### config.mk
export PLATFORM = sky130hd
export DESIGN_NAME = bp_gshare_pht_flat
export DESIGN_NICKNAME = d
export VERILOG_FILES = /design/src/rtl/bp_gshare_pht_pkg.sv /design/src/rtl/bp_gshare_pht_if.sv /design/src/rtl/bp_gshare_pht_pht.sv /design/src/rtl/bp_gshare_pht.sv /design/src/flat_wrapper.sv
export SDC_FILE = /design/constraint.sdc
export NUM_CORES = 1
export LEC_CHECK = 0
export ABC_CLOCK_PERIOD_IN_PS = 7100
export CORE_UTILIZATION = 35
export CTS_CLUSTER_SIZE = 30
export DETAILED_ROUTE_END_ITERATION = 7
export PLACE_DENSITY_LB_ADDON = 0.3
export SLEW_MARGIN = 0
export SYNTH_ARGS = -nofsm -noshare
export SYNTH_HDL_FRONTEND = slang
export SYNTH_SLANG_ARGS = --single-unit
### constraint.sdc
create_clock -name clk -period 7.1 [get_ports clk]
set_clock_uncertainty 0.05 [all_clocks]
set_input_delay 0.71 -clock clk [delete_from_list [all_inputs] [get_ports clk]]
set_output_delay 0.71 -clock clk [all_outputs]
set_load 0.01 [all_outputs]
### src/rtl/bp_gshare_pht_pkg.sv
// Shared types and helpers for the gshare/bimodal direction predictor.
// Helpers use 32-bit words so they stay width-generic; callers cast to their own widths.
package bp_gshare_pht_pkg;

    typedef enum logic {
        ST_INIT = 1'b0,
        ST_RUN  = 1'b1
    } bp_state_e;

    function automatic logic [31:0] ctr_max(input int ctr_w);
        return (32'd1 << ctr_w) - 32'd1;
    endfunction

    // Weakly-not-taken: MSB clear, every lower bit set.
    function automatic logic [31:0] weak_nt(input int ctr_w);
        return (32'd1 << (ctr_w - 1)) - 32'd1;
    endfunction

    function automatic logic [31:0] ctr_inc(input logic [31:0] ctr, input int ctr_w);
        return (ctr == ctr_max(ctr_w)) ? ctr : ctr + 32'd1;
    endfunction

    function automatic logic [31:0] ctr_dec(input logic [31:0] ctr);
        return (ctr == 32'd0) ? ctr : ctr - 32'd1;
    endfunction

    // PC bits above the instruction-word offset, optionally folded with history.
    function automatic logic [31:0] pht_index(input logic [31:0] pc, input logic [31:0] ghr,
                                              input int idx_w, input bit gshare);
        logic [31:0] mask;
        logic [31:0] pcidx;
        mask  = (32'd1 << idx_w) - 32'd1;
        pcidx = (pc >> 2) & mask;
        return gshare ? ((pcidx ^ ghr) & mask) : pcidx;
    endfunction

endpackage

### src/rtl/bp_gshare_pht_if.sv
// Fetch-side lookup and late-pipeline training bundle of the direction predictor.
interface bp_gshare_pht_if #(
    parameter int PC_W  = 32,
    parameter int GHR_W = 8
);
    logic             ready;
    logic             lookup_valid;
    logic [PC_W-1:0]  lookup_pc;
    logic             pred_valid;
    logic             pred_taken;
    logic [GHR_W-1:0] pred_ghr;
    logic             upd_valid;
    logic [PC_W-1:0]  upd_pc;
    logic [GHR_W-1:0] upd_ghr;
    logic             upd_taken;
    logic             upd_mispredict;

    modport master (
        input  ready, pred_valid, pred_taken, pred_ghr,
        output lookup_valid, lookup_pc, upd_valid, upd_pc, upd_ghr, upd_taken, upd_mispredict
    );

    modport slave (
        output ready, pred_valid, pred_taken, pred_ghr,
        input  lookup_valid, lookup_pc, upd_valid, upd_pc, upd_ghr, upd_taken, upd_mispredict
    );
endinterface

### src/rtl/bp_gshare_pht_pht.sv
// Counter table: startup sweep to weak-not-taken, saturating training, and a
// combinational lookup port that sees a same-cycle update first.
module bp_gshare_pht_pht
    import bp_gshare_pht_pkg::*;
#(
    parameter int IDX_W = 8,
    parameter int CTR_W = 2
) (
    input  logic             clk,
    input  logic             rst_n,
    output logic             o_ready,
    input  logic [IDX_W-1:0] i_lk_idx,
    output logic [CTR_W-1:0] o_lk_ctr,
    input  logic             i_upd_en,
    input  logic [IDX_W-1:0] i_upd_idx,
    input  logic             i_upd_taken
);
    localparam int               DEPTH   = 2 ** IDX_W;
    localparam logic [CTR_W-1:0] WEAK_NT = CTR_W'(weak_nt(CTR_W));

    logic [CTR_W-1:0] r_pht [DEPTH];
    bp_state_e        r_state;
    bp_state_e        w_state_next;
    logic [IDX_W-1:0] r_ptr;
    logic             w_we;
    logic [IDX_W-1:0] w_waddr;
    logic [CTR_W-1:0] w_wdata;
    logic [CTR_W-1:0] w_upd_cur;
    logic [CTR_W-1:0] w_upd_new;
    logic             w_upd_fire;

    assign w_upd_fire = (r_state == ST_RUN) && i_upd_en;
    assign w_upd_cur  = r_pht[i_upd_idx];
    assign w_upd_new  = i_upd_taken ? CTR_W'(ctr_inc(32'(w_upd_cur), CTR_W))
                                    : CTR_W'(ctr_dec(32'(w_upd_cur)));

    always_ff @(posedge clk or negedge rst_n) begin
        if (!rst_n) begin
            r_state <= ST_INIT;
            r_ptr   <= '0;
        end else begin
            r_state <= w_state_next;
            if (r_state == ST_INIT) begin
                r_ptr <= r_ptr + 1'b1;
            end
        end
    end

    always_comb begin
        w_state_next = r_state;
        w_we         = 1'b0;
        w_waddr      = i_upd_idx;
        w_wdata      = w_upd_new;
        case (r_state)
            ST_INIT: begin
                w_we    = 1'b1;
                w_waddr = r_ptr;
                w_wdata = WEAK_NT;
                if (r_ptr == '1) begin
                    w_state_next = ST_RUN;
                end
            end
            ST_RUN:  w_we = w_upd_fire;
            default: w_state_next = ST_INIT;
        endcase
    end

    // Table contents need no reset: the sweep rewrites every entry before use.
    always_ff @(posedge clk) begin
        if (w_we) begin
            r_pht[w_waddr] <= w_wdata;
        end
    end

    assign o_lk_ctr = (w_upd_fire && (i_upd_idx == i_lk_idx)) ? w_upd_new : r_pht[i_lk_idx];
    assign o_ready  = (r_state == ST_RUN);

endmodule

### src/rtl/bp_gshare_pht.sv
// Direction predictor top: owns the speculative global history, the prediction
// register and the rule that mispredict repair beats the lookup shift.
module bp_gshare_pht
    import bp_gshare_pht_pkg::*;
#(
    parameter int PC_W  = 32,
    parameter int IDX_W = 8,
    parameter int CTR_W = 2,
    parameter int GHR_W = 8,
    parameter int MODE  = 1
) (
    input  logic          clk,
    input  logic          rst_n,
    bp_gshare_pht_if.slave bp
);
    logic             w_ready;
    logic             w_lk_fire;
    logic             w_upd_fire;
    logic [PC_W-1:0]  w_lk_pc;
    logic [PC_W-1:0]  w_upd_pc;
    logic [IDX_W-1:0] w_lk_idx;
    logic [IDX_W-1:0] w_upd_idx;
    logic [CTR_W-1:0] w_lk_ctr;
    logic             w_pred;
    logic [GHR_W-1:0] r_ghr;
    logic [GHR_W-1:0] w_ghr_next;
    logic             r_pred_valid;
    logic             r_pred_taken;
    logic [GHR_W-1:0] r_pred_ghr;

    assign w_lk_pc    = bp.lookup_pc;
    assign w_upd_pc   = bp.upd_pc;
    assign w_lk_fire  = w_ready & bp.lookup_valid;
    assign w_upd_fire = w_ready & bp.upd_valid;

    // The update side indexes with the history it was predicted under, never the live GHR.
    assign w_lk_idx  = IDX_W'(pht_index(32'(w_lk_pc), 32'(r_ghr), IDX_W, MODE != 0));
    assign w_upd_idx = IDX_W'(pht_index(32'(w_upd_pc), 32'(bp.upd_ghr), IDX_W, MODE != 0));
    assign w_pred    = w_lk_ctr[CTR_W-1];

    bp_gshare_pht_pht #(
        .IDX_W (IDX_W),
        .CTR_W (CTR_W)
    ) u_pht (
        .clk         (clk),
        .rst_n       (rst_n),
        .o_ready     (w_ready),
        .i_lk_idx    (w_lk_idx),
        .o_lk_ctr    (w_lk_ctr),
        .i_upd_en    (w_upd_fire),
        .i_upd_idx   (w_upd_idx),
        .i_upd_taken (bp.upd_taken)
    );

    // Concatenate-then-truncate keeps the newest GHR_W bits, which also covers GHR_W=1.
    always_comb begin
        w_ghr_next = r_ghr;
        if (w_upd_fire && bp.upd_mispredict) begin
            w_ghr_next = GHR_W'({bp.upd_ghr, bp.upd_taken});
        end else if (w_lk_fire) begin
            w_ghr_next = GHR_W'({r_ghr, w_pred});
        end
    end

    always_ff @(posedge clk or negedge rst_n) begin
        if (!rst_n) begin
            r_ghr        <= '0;
            r_pred_valid <= 1'b0;
            r_pred_taken <= 1'b0;
            r_pred_ghr   <= '0;
        end else begin
            r_ghr        <= w_ghr_next;
            r_pred_valid <= w_lk_fire;
            if (w_lk_fire) begin
                r_pred_taken <= w_pred;
                r_pred_ghr   <= r_ghr;
            end
        end
    end

    assign bp.ready      = w_ready;
    assign bp.pred_valid = r_pred_valid;
    assign bp.pred_taken = r_pred_taken;
    assign bp.pred_ghr   = r_pred_ghr;

endmodule

### src/flat_wrapper.sv
// flat-port wrapper written by rule: the top's interface ports become plain ports
module bp_gshare_pht_flat import bp_gshare_pht_pkg::*;
#(
    parameter int PC_W  = 32,
    parameter int IDX_W = 8,
    parameter int CTR_W = 2,
    parameter int GHR_W = 8,
    parameter int MODE  = 1
)
  (clk, rst_n, bp_ready, bp_pred_valid, bp_pred_taken, bp_pred_ghr, bp_lookup_valid, bp_lookup_pc, bp_upd_valid, bp_upd_pc, bp_upd_ghr, bp_upd_taken, bp_upd_mispredict);
  bp_gshare_pht_if #(.PC_W(PC_W), .GHR_W(GHR_W)) bp_i ();
  input  logic clk;
  input  logic rst_n;
  output wire logic [$bits(bp_i.ready)-1:0] bp_ready;
  output wire logic [$bits(bp_i.pred_valid)-1:0] bp_pred_valid;
  output wire logic [$bits(bp_i.pred_taken)-1:0] bp_pred_taken;
  output wire logic [$bits(bp_i.pred_ghr)-1:0] bp_pred_ghr;
  input wire logic [$bits(bp_i.lookup_valid)-1:0] bp_lookup_valid;
  input wire logic [$bits(bp_i.lookup_pc)-1:0] bp_lookup_pc;
  input wire logic [$bits(bp_i.upd_valid)-1:0] bp_upd_valid;
  input wire logic [$bits(bp_i.upd_pc)-1:0] bp_upd_pc;
  input wire logic [$bits(bp_i.upd_ghr)-1:0] bp_upd_ghr;
  input wire logic [$bits(bp_i.upd_taken)-1:0] bp_upd_taken;
  input wire logic [$bits(bp_i.upd_mispredict)-1:0] bp_upd_mispredict;
  assign bp_ready = bp_i.ready;
  assign bp_pred_valid = bp_i.pred_valid;
  assign bp_pred_taken = bp_i.pred_taken;
  assign bp_pred_ghr = bp_i.pred_ghr;
  assign bp_i.lookup_valid = bp_lookup_valid;
  assign bp_i.lookup_pc = bp_lookup_pc;
  assign bp_i.upd_valid = bp_upd_valid;
  assign bp_i.upd_pc = bp_upd_pc;
  assign bp_i.upd_ghr = bp_upd_ghr;
  assign bp_i.upd_taken = bp_upd_taken;
  assign bp_i.upd_mispredict = bp_upd_mispredict;
  bp_gshare_pht #(.PC_W(PC_W), .IDX_W(IDX_W), .CTR_W(CTR_W), .GHR_W(GHR_W), .MODE(MODE)) u_core (.clk(clk), .rst_n(rst_n), .bp(bp_i));
endmodule
==> impl_metrics.tcl, run 1 <==
set metrics [dict create \
    status "complete, no violations" \
    via_count 15282 \
    arrival_ns 5.83 \
    slew_headroom_pct 18.9 \
    cts_tree "built" \
    synth_top_family_by_area "multiplexers" \
    routed_wl_um 70900 \
    synth_fa_ha_area_share_pct 0.0970 \
    ant_nets 0 \
    grt_pass1_wl_um 103000 \
    overflow 0 \
    leakage_nw 8.67 \
    drv_cap 0 \
    drc 0 \
    setup_slack_ns 1.55 \
    die_x_um 267 \
    cp_slowest_stage_delay_ns 0.88 \
    synth_warnings 0 \
    rsz0062_at_grt "false" \
    drt_iter0_drc 2252 \
    synthArstFlopShare_pct 5.01 \
    htreeDepth 2 \
    hold_class "in2async" \
    cts_resized 0 \
    hold_violations 0 \
    clockBufferDepth 3 \
    die_h_um 267 \
    synth.yosys.seq_area_share_pct 65.5 \
    routedWlPerCell_um 26.9 \
    layout_common_cells "edfxtp_1, nor2_1, mux4_2" \
    initial_core_util_pct 35.5 \
    synth_top_flop_cell "edfxtp_1" \
    syn_to_final_growth_pct 14.4 \
    grt_max_degree 125 \
    crit_fanout 72 \
    vias_per_cell 5.80 \
    synth_compound_area_share_pct 5.78 \
    numCtsBuffers 57 \
    cp_cell_sequence "clkdlybuf4s50_1, xor2_4, buf_4, mux4_1, a22oi_1, a41o_1, or4_1, and4_4, a21oi_2, o211a_4, buf_4" \
    final_area_mm2 0.0280 \
    synth-simple-area-share_pct 7.92 \
    synth.avg_cell_area_um2 15.2 \
    root_buffer "clkbuf_16" \
    synth_area_mm2 0.0245 \
    final_common_cell "edfxtp_1" \
    ioPinCount 89 \
    setup_tns_ns 0 \
    yosys_register_bits 539 \
    reg2reg_from "u_core.u_pht.r_pht[203][1]" \
    cp.required_ns 7.39 \
    antenna_found_initial 3 \
    dp_slack_ns 0.897 \
    synth_fp_nets 1690 \
    fmax_ghz 0.180 \
    clkTransAtPathRegs_ns 0.06 \
    slew_viol_final 0 \
    rows 96 \
    synth_xor_area_share_pct 1.54 \
    ys_types 56 \
    fin_util_pct 40.7 \
    cp-startpoint "bp_upd_ghr[0]" \
    synth-edff-count 512 \
    hold_buffers 0 \
    start_kind "input port" \
    crit_type "in2reg" \
    crit_top_cell "buf_4" \
    clock-sinks 539 \
    muxShareOfSynthArea_pct 16.9 \
    groute.usage.overall_pct 20.0 \
    final_nets 1734 \
    setup_viol 0 \
    cpMaxStageDelayCell "xor2_4" \
    p_per_area_mw_per_mm2 249 \
    post_cts_buffers 0 \
    postSynthCellCount 1611 \
    io_buffers 40 \
    end_kind "register" \
    final_layout_size_suffix_gt1_share_pct 17.3 \
    place_congestion 0.867 \
    min_period_ns 5.55 \
    worst_pin_slew_ns 1.20 \
    irDropWorstVdd_mv 0.189 \
    fp.dieArea_mm2 0.0711 \
    clk_latency_ns 0.65 \
    core_mm2 0.0689 \
    place_area_mm2 0.0261 \
    hpwl_um 42100 \
    grt_pass1_vias 15165 \
    dr.pass1.iters 5 \
    fin_crit_sh_pct 78.1 \
]
final timing paths:
kind,slack (ns),end,depth (start not counted)
setup / recovery,1.55,u_core.u_pht.r_pht[182][1],11
hold / removal,0.43,u_core.r_ghr[0],2
setup reg to reg,2.92,u_core.u_pht.r_pht[217][0],9
hold reg to reg,0.45,u_core.bp.pred_ghr[2],1
max in group asynchronous,6.29,u_core.u_pht.o_ready,2
min in group clk,0.45,u_core.bp.pred_ghr[2],1
report_power, final:
group,internal [mW],switching [mW]
combinational,0.176,0.320
clock,1.81,1.26
sequential,3.43,0
total,5.42,1.58
Yosys cell counts, types with 13 or more instances:
cell        n  area [µm²]
a22o_1     26         228
mux2i_1    88         881
clkbuf_1   54         203
nor2_1    282        1060
o22ai_1    31         194
dfrtp_1    27         676
a21oi_1    52         260
edfxtp_1  512       15400
mux2_2     25         282
xnor2_1    27         236
nand2_1   111         417
o21ai_0    36         180
mux4_2    116        2610
buf_1      13        48.8
nor4_1     23         144
buf_2      21         105
mux4_1     14         368
a22oi_1    38         285
registers in the layout, indices dropped and copies added (netlist names):
| signal | cells |
|---|---|
| u_core.u_pht.r_pht | 512 |
| u_core.bp.pred_taken | 1 |
| u_core.u_pht.r_ptr | 8 |
| u_core.bp.pred_valid | 1 |
| u_core.u_pht.o_ready | 1 |
| u_core.bp.pred_ghr | 8 |
| u_core.r_ghr | 8 |
area by class of cell:
| type | count | area, µm² |
|---|---|---|
| fillers | 6313 | 40900 |
| flip-flops and latches | 539 | 16100 |
| multi-input cells | 963 | 8020 |
| clock buffers | 73 | 1500 |
| well taps | 931 | 1160 |
| repair buffers | 89 | 868 |
| clock inverters | 35 | 417 |
| inverters | 5 | 18.8 |
| diodes | 1 | 2.50 |
per-layer routing:
metal / GRT usage (%) / vias up / wire, µm
li1: - / 6431 / -
met2: 31.1 / 848 / 32400
met4: 6.03 / 0 / 2160
met1: 28.5 / 7863 / 29400
met5: 0 / - / 0
met3: 3.33 / 140 / 6950
through the flow:
stage	power, mW	hold WS (ns)	cells
after floorplan	3.80	0.364	1611
after global placement	3.98	0.440	2527
after detailed placement	3.98	0.437	2527
after CTS	7.02	0.420	2635
after global routing	7.16	0.457	2635
final	6.99	0.427	2636
critical path, delay by kind of cell:
family                 cells  cell delay, ns
buffers and inverters      3            1.83
AO/OA/AOI/OAI              4            1.33
XOR/XNOR                   1            0.88
AND/OR/NAND/NOR            2            0.70
multiplexers               1            0.28
cell families after synthesis:
group | after synthesis
xor+xnor | 40
compound gates | 213
fa+ha+maj | 2
mux | 243
buf+inv | 109
flops | 539
simple gates | 465
Note: power is estimated with default switching activity, not from simulation.
==> inputs of run 2 (changes only) <==
ABC_CLOCK_PERIOD_IN_PS = 5600   (was 7100)
clock period = 5.6 ns   (was 7.1 ns; I/O delays follow)
==> run 2 against run 1 <==
- clock-buffer cell count fell by 1
- combinational power rose by 34%
- core utilization is 0.59 points higher
- clock power up 19%
- via count fell by 0.81%
- cell count grew 1.4%
- first-iteration DRC count down 23%
- routed wire length grew 0.30%
- power grew 24%
- worst setup slack got worse by 0.52 ns
- largest power group unchanged
==> impl_metrics.tcl, run 2 (same netlist as run 1, synthesis figures left out) <==
set metrics [dict create \
    worst_pin_slew_ns 1.14 \
    place_congestion 0.873 \
    fmax_ghz 0.219 \
    start_kind "input port" \
    leakage_nw 8.92 \
    routed_wl_um 71100 \
    clk_latency_ns 0.61 \
    fin_crit_sh_pct 81.6 \
    drt_iter0_drc 1745 \
    post_cts_buffers 0 \
    crit_fanout 64 \
    die_h_um 267 \
    hpwl_um 44800 \
    io_buffers 40 \
    wl_met3_um 6590 \
    hold_class "in2async" \
    final_layout_size_suffix_gt1_share_pct 19.7 \
    slew_headroom_pct 23.6 \
    grt_pass1_wl_um 102000 \
    antenna_found_initial 2 \
    end_kind "register" \
    root_buffer "clkbuf_16" \
    p_total_mw 8.65 \
    final_nets 1774 \
    routedWlPerCell_um 26.6 \
    dr.pass1.iters 7 \
    clock-sinks 539 \
    die_x_um 267 \
    vias_per_cell 5.67 \
    slew_viol_final 0 \
    grt_pass1_vias 15215 \
    cts_resized 0 \
    fp.dieArea_mm2 0.0711 \
    grt_max_degree 73 \
    syn_to_final_growth_pct 16.1 \
    ioPinCount 89 \
    top_layer_used "met5" \
    routedLengthMet1_um 29500 \
    core_mm2 0.0689 \
    numCtsBuffers 56 \
    layout_common_cells "edfxtp_1, nor2_1, mux4_2" \
    crit_type "in2reg" \
    rsz0062_at_grt "false" \
    drc 0 \
    setup_tns_ns 0 \
    setup_viol 0 \
    cp.required_ns 5.85 \
    groute.usage.overall_pct 20.0 \
    final_common_cell "edfxtp_1" \
    htreeDepth 2 \
    clkTransAtPathRegs_ns 0.07 \
    irDropWorstVdd_mv 0.259 \
    clockBufferDepth 3 \
    hold_violations 0 \
    arrival_ns 4.82 \
    wl_met2_um 33000 \
    initial_core_util_pct 35.5 \
    largest_register_ffs 512 \
    overflow 0 \
    ant_nets 0 \
    cts_tree "built" \
    status "complete, no violations" \
    rows 96 \
    p_per_area_mw_per_mm2 304 \
    drv_cap 0 \
    via_count 15158 \
    hold_buffers 0 \
    min_period_ns 4.57 \
    top_register "u_core.u_pht.r_pht" \
]
[run 2: cell count changes in the layout (fill, tap and decap cells not counted), moves of 5 or more]
cell,before,now
buf_4,41,64
buf_12,8,26
clkinv_2,8,17
clkinv_1,13,5
bufinv_16,9,3
clkbuf_1,15,10
[run 2: power breakdown]
| group | switching, mW | internal (mW) | total [mW] |
|---|---|---|---|
| registers | 0 | 4.35 | 4.35 |
| logic | 0.410 | 0.257 | 0.667 |
| clock network | 1.55 | 2.09 | 3.64 |
[run 2: final timing paths]
kind / from / cells past startpoint / slack (ns) / to
worst min register to register: u_core.bp.pred_ghr[1] / 1 / 0.45 / u_core.bp.pred_ghr[1]
max in group asynchronous: rst_n / 2 / 4.93 / u_core.u_pht.r_ptr[7]
worst max register to register: u_core.r_ghr[0] / 10 / 1.56 / u_core.r_ghr[0]
min in group clk: u_core.bp.pred_ghr[1] / 1 / 0.45 / u_core.bp.pred_ghr[1]
worst max-delay path: bp_upd_pc[2] / 12 / 1.03 / u_core.u_pht.r_pht[10][1]
worst min-delay path: rst_n / 2 / 0.29 / u_core.u_pht.r_ptr[1]
[run 2: layout make-up]
class	count	area [µm²]
Sequential cell	539	16100
Multi-Input combinational cell	963	8020
Clock inverter	30	234
Clock buffer	72	1560
Tap cell	931	1160
Timing Repair Buffer	130	1400
Inverter	5	18.8
Fill cell	6318	40500
Antenna cell	2	5.00
[run 2: critical path, stage by stage]
cell and delay, ns:
clkdlybuf4s50_1 0.69, xor2_4 0.79, buf_12 0.28, mux4_1 0.58, a22o_1 0.27, nor4_1 0.42, buf_4 0.20, or4_1 0.12
and4_4 0.25, a21oi_2 0.05, o211a_4 0.31, buf_12 0.19
[run 2: routing by layer]
metal / GRT usage (%) / vias up
met3: 4.29 / 126
met5: 0 / -
met2: 31.3 / 710
met1: 27.6 / 7828
li1: - / 6490
met4: 6.57 / 4
[run 2: through the flow]
stage	setup slack [ns]	cells	utilization, %	hold WS (ns)	area [µm²]
CTS	1.01	2670	41.2	0.290	28400
global placement	0.446	2568	38.7	0.440	26700
global route	0.887	2670	41.2	0.319	28400
finish	1.03	2672	41.3	0.293	28400
detailed placement	0.385	2568	38.7	0.443	26700
floorplan	0.373	1611	-	0.214	24500
==> inputs of run 3 (changes only) <==
ABC_CLOCK_PERIOD_IN_PS = 3900   (was 5600)
clock period = 3.9 ns   (was 5.6 ns; I/O delays follow)
==> run 3 against run 2 <==
- die area did not move
- register-to-register slack got worse by 1.0 ns
- global-route usage rose by 1.1 points
- via count grew 5.0%
- routed wire length up 5.2%
- critical path depth grew 2
- sequential share of layout area decreased by 2.8 points
- power is 51% higher
- sequential power grew 43%
- clock power up 55%
- design area increased by 5.3%
- core utilization grew 2.2 points
- largest power group unchanged
- highest routed layer is now met4
==> impl_metrics.tcl, run 3 (same netlist as run 1, synthesis figures left out) <==
set metrics [dict create \
    hold_class "in2async" \
    setup_tns_ns 0 \
    cp-startpoint "bp_upd_pc[5]" \
    place_congestion 0.897 \
    leakage_nw 9.76 \
    dr.pass1.iters 5 \
    end_kind "register" \
    slew_headroom_pct 41.3 \
    vias_per_cell 5.66 \
    overflow 0 \
    clkTransAtPathRegs_ns 0.06 \
    fp.dieArea_mm2 0.0711 \
    clkPwrFrac_pct 43.1 \
    grt_max_degree 88 \
    drt_iter0_drc 1718 \
    total_switching_power_mw 2.92 \
    final_layout_size_suffix_gt1_share_pct 26.0 \
    start_kind "input port" \
    final_common_cell "edfxtp_1" \
    r2r_slack_ns 0.56 \
    cp.required_ns 4.22 \
    rsz0062_at_grt "false" \
    drv_cap 0 \
    p_int_mw 10.2 \
    io_buffers 40 \
    post_cts_buffers 0 \
    diodes 0 \
    power_frac_seq_pct 47.6 \
    numCtsBuffers 56 \
    p_per_area_mw_per_mm2 437 \
    htreeDepth 2 \
    core_mm2 0.0689 \
    crit_type "in2reg" \
    combPwrFrac_pct 9.2 \
    antenna_found_initial 1 \
    cp_cell_sequence "clkdlybuf4s50_1, xor2_1, buf_4, nor2_4, buf_12, a22o_1, nor4_1, buf_4, a2111oi_1, a22oi_2, buf_4, a21oi_2, o211a_4, buf_12" \
    cp_slowest_stage_delay_ns 0.66 \
    grt_pass1_vias 16115 \
    min_period_ns 3.82 \
    routed_wl_um 74800 \
    die_h_um 267 \
    grt_pass1_wl_um 109000 \
    clock-sinks 539 \
    groute.usage.overall_pct 21.1 \
    hpwl_um 50000 \
    top_register "u_core.u_pht.r_pht" \
    fin_crit_sh_pct 98.0 \
    p_total_mw 13.1 \
    hold_buffers 0 \
    arrival_ns 4.15 \
    via_count 15920 \
    status "complete, no violations" \
    cts_tree "built" \
    worst_pin_slew_ns 0.878 \
    ant_nets 0 \
    drc 0 \
    largest_register_ffs 512 \
    root_buffer "clkbuf_16" \
    routedWlPerCell_um 26.6 \
    ioPinCount 89 \
    setup_viol 0 \
    rows 96 \
    irDropWorstVdd_mv 0.313 \
    whs_ns 0.131 \
    crit_top_cell "buf_4" \
    fmax_ghz 0.262 \
    final_nets 1913 \
    clockBufferDepth 3 \
    die_x_um 267 \
    layout_common_cells "edfxtp_1, nor2_1, buf_4" \
    slew_viol_final 0 \
    swShare_pct 22.3 \
    initial_core_util_pct 35.5 \
    cpMaxStageDelayCell "nor2_4" \
    crit_fanout 87 \
    clk_latency_ns 0.62 \
    syn_to_final_growth_pct 22.2 \
    hold_violations 0 \
    reg2reg_from "u_core.r_ghr[0]" \
]
-- run 3: path summary, 6_finish.rpt --
kind	to	cells past startpoint
setup / recovery	u_core.u_pht.r_pht[24][1]	14
max in group asynchronous	u_core.u_pht.r_ptr[4]	2
min in group clk	u_core.r_ghr[1]	3
hold / removal	u_core.r_ghr[3]	2
hold reg to reg	u_core.bp.pred_ghr[5]	1
setup reg to reg	u_core.r_ghr[0]	11
-- run 3: layer usage --
metal / wire length [µm] / up-vias / track usage, % / part of all wire, %
li1: - / 6781 / - / -
met1: 31100 / 8223 / 29.1 / 42
met2: 34800 / 780 / 33.2 / 47
met3: 6590 / 136 / 4.45 / 8.8
met4: 2310 / 0 / 6.88 / 3.1
met5: 0 / - / 0 / 0
-- run 3: stage by stage --
step	instances	cell area [µm²]	setup slack, ns	util (%)
floorplan	1611	24600	-0.0908	-
global placement	2707	28000	-0.821	40.6
detailed placement	2707	28000	-0.791	40.6
CTS	2812	29900	0.0288	43.4
global route	2812	30000	0.0135	43.5
finish	2812	30000	0.0769	43.5
-- run 3: power groups by stage --
stage	Clock, mW	Sequential, mW	Combinational [mW]
2_1_floorplan	0	6.36	0.563
3_3_place_gp	0	6.36	1.19
3_5_place_dp	0	6.36	1.19
4_1_cts	5.72	6.24	1.20
5_1_grt	5.91	6.24	1.25
6_report	5.65	6.24	1.21
-- run 3: critical path, delay by kind of cell --
kind | cells | cell delay [ns]
buffers and inverters | 6 | 1.42
AOI/OAI and AO/OA | 5 | 1.30
xor gates and xnor gates | 1 | 0.18
and+or+nand+nor | 2 | 0.72
-- run 3: area by class of cell --
type,count,area [µm²]
Fill cell,6106,39000
Sequential cell,539,16100
Multi-Input combinational cell,963,8080
Timing Repair Buffer,269,2690
Clock buffer,64,1470
Tap cell,931,1160
Clock inverter,41,483
Inverter,5,18.8
-- run 3: timing repair --
action / in CTS / in global routing
pin swaps: 0 / 1
endpoints found under the setup margin: 505 / 508
resized for setup: 2 / 4
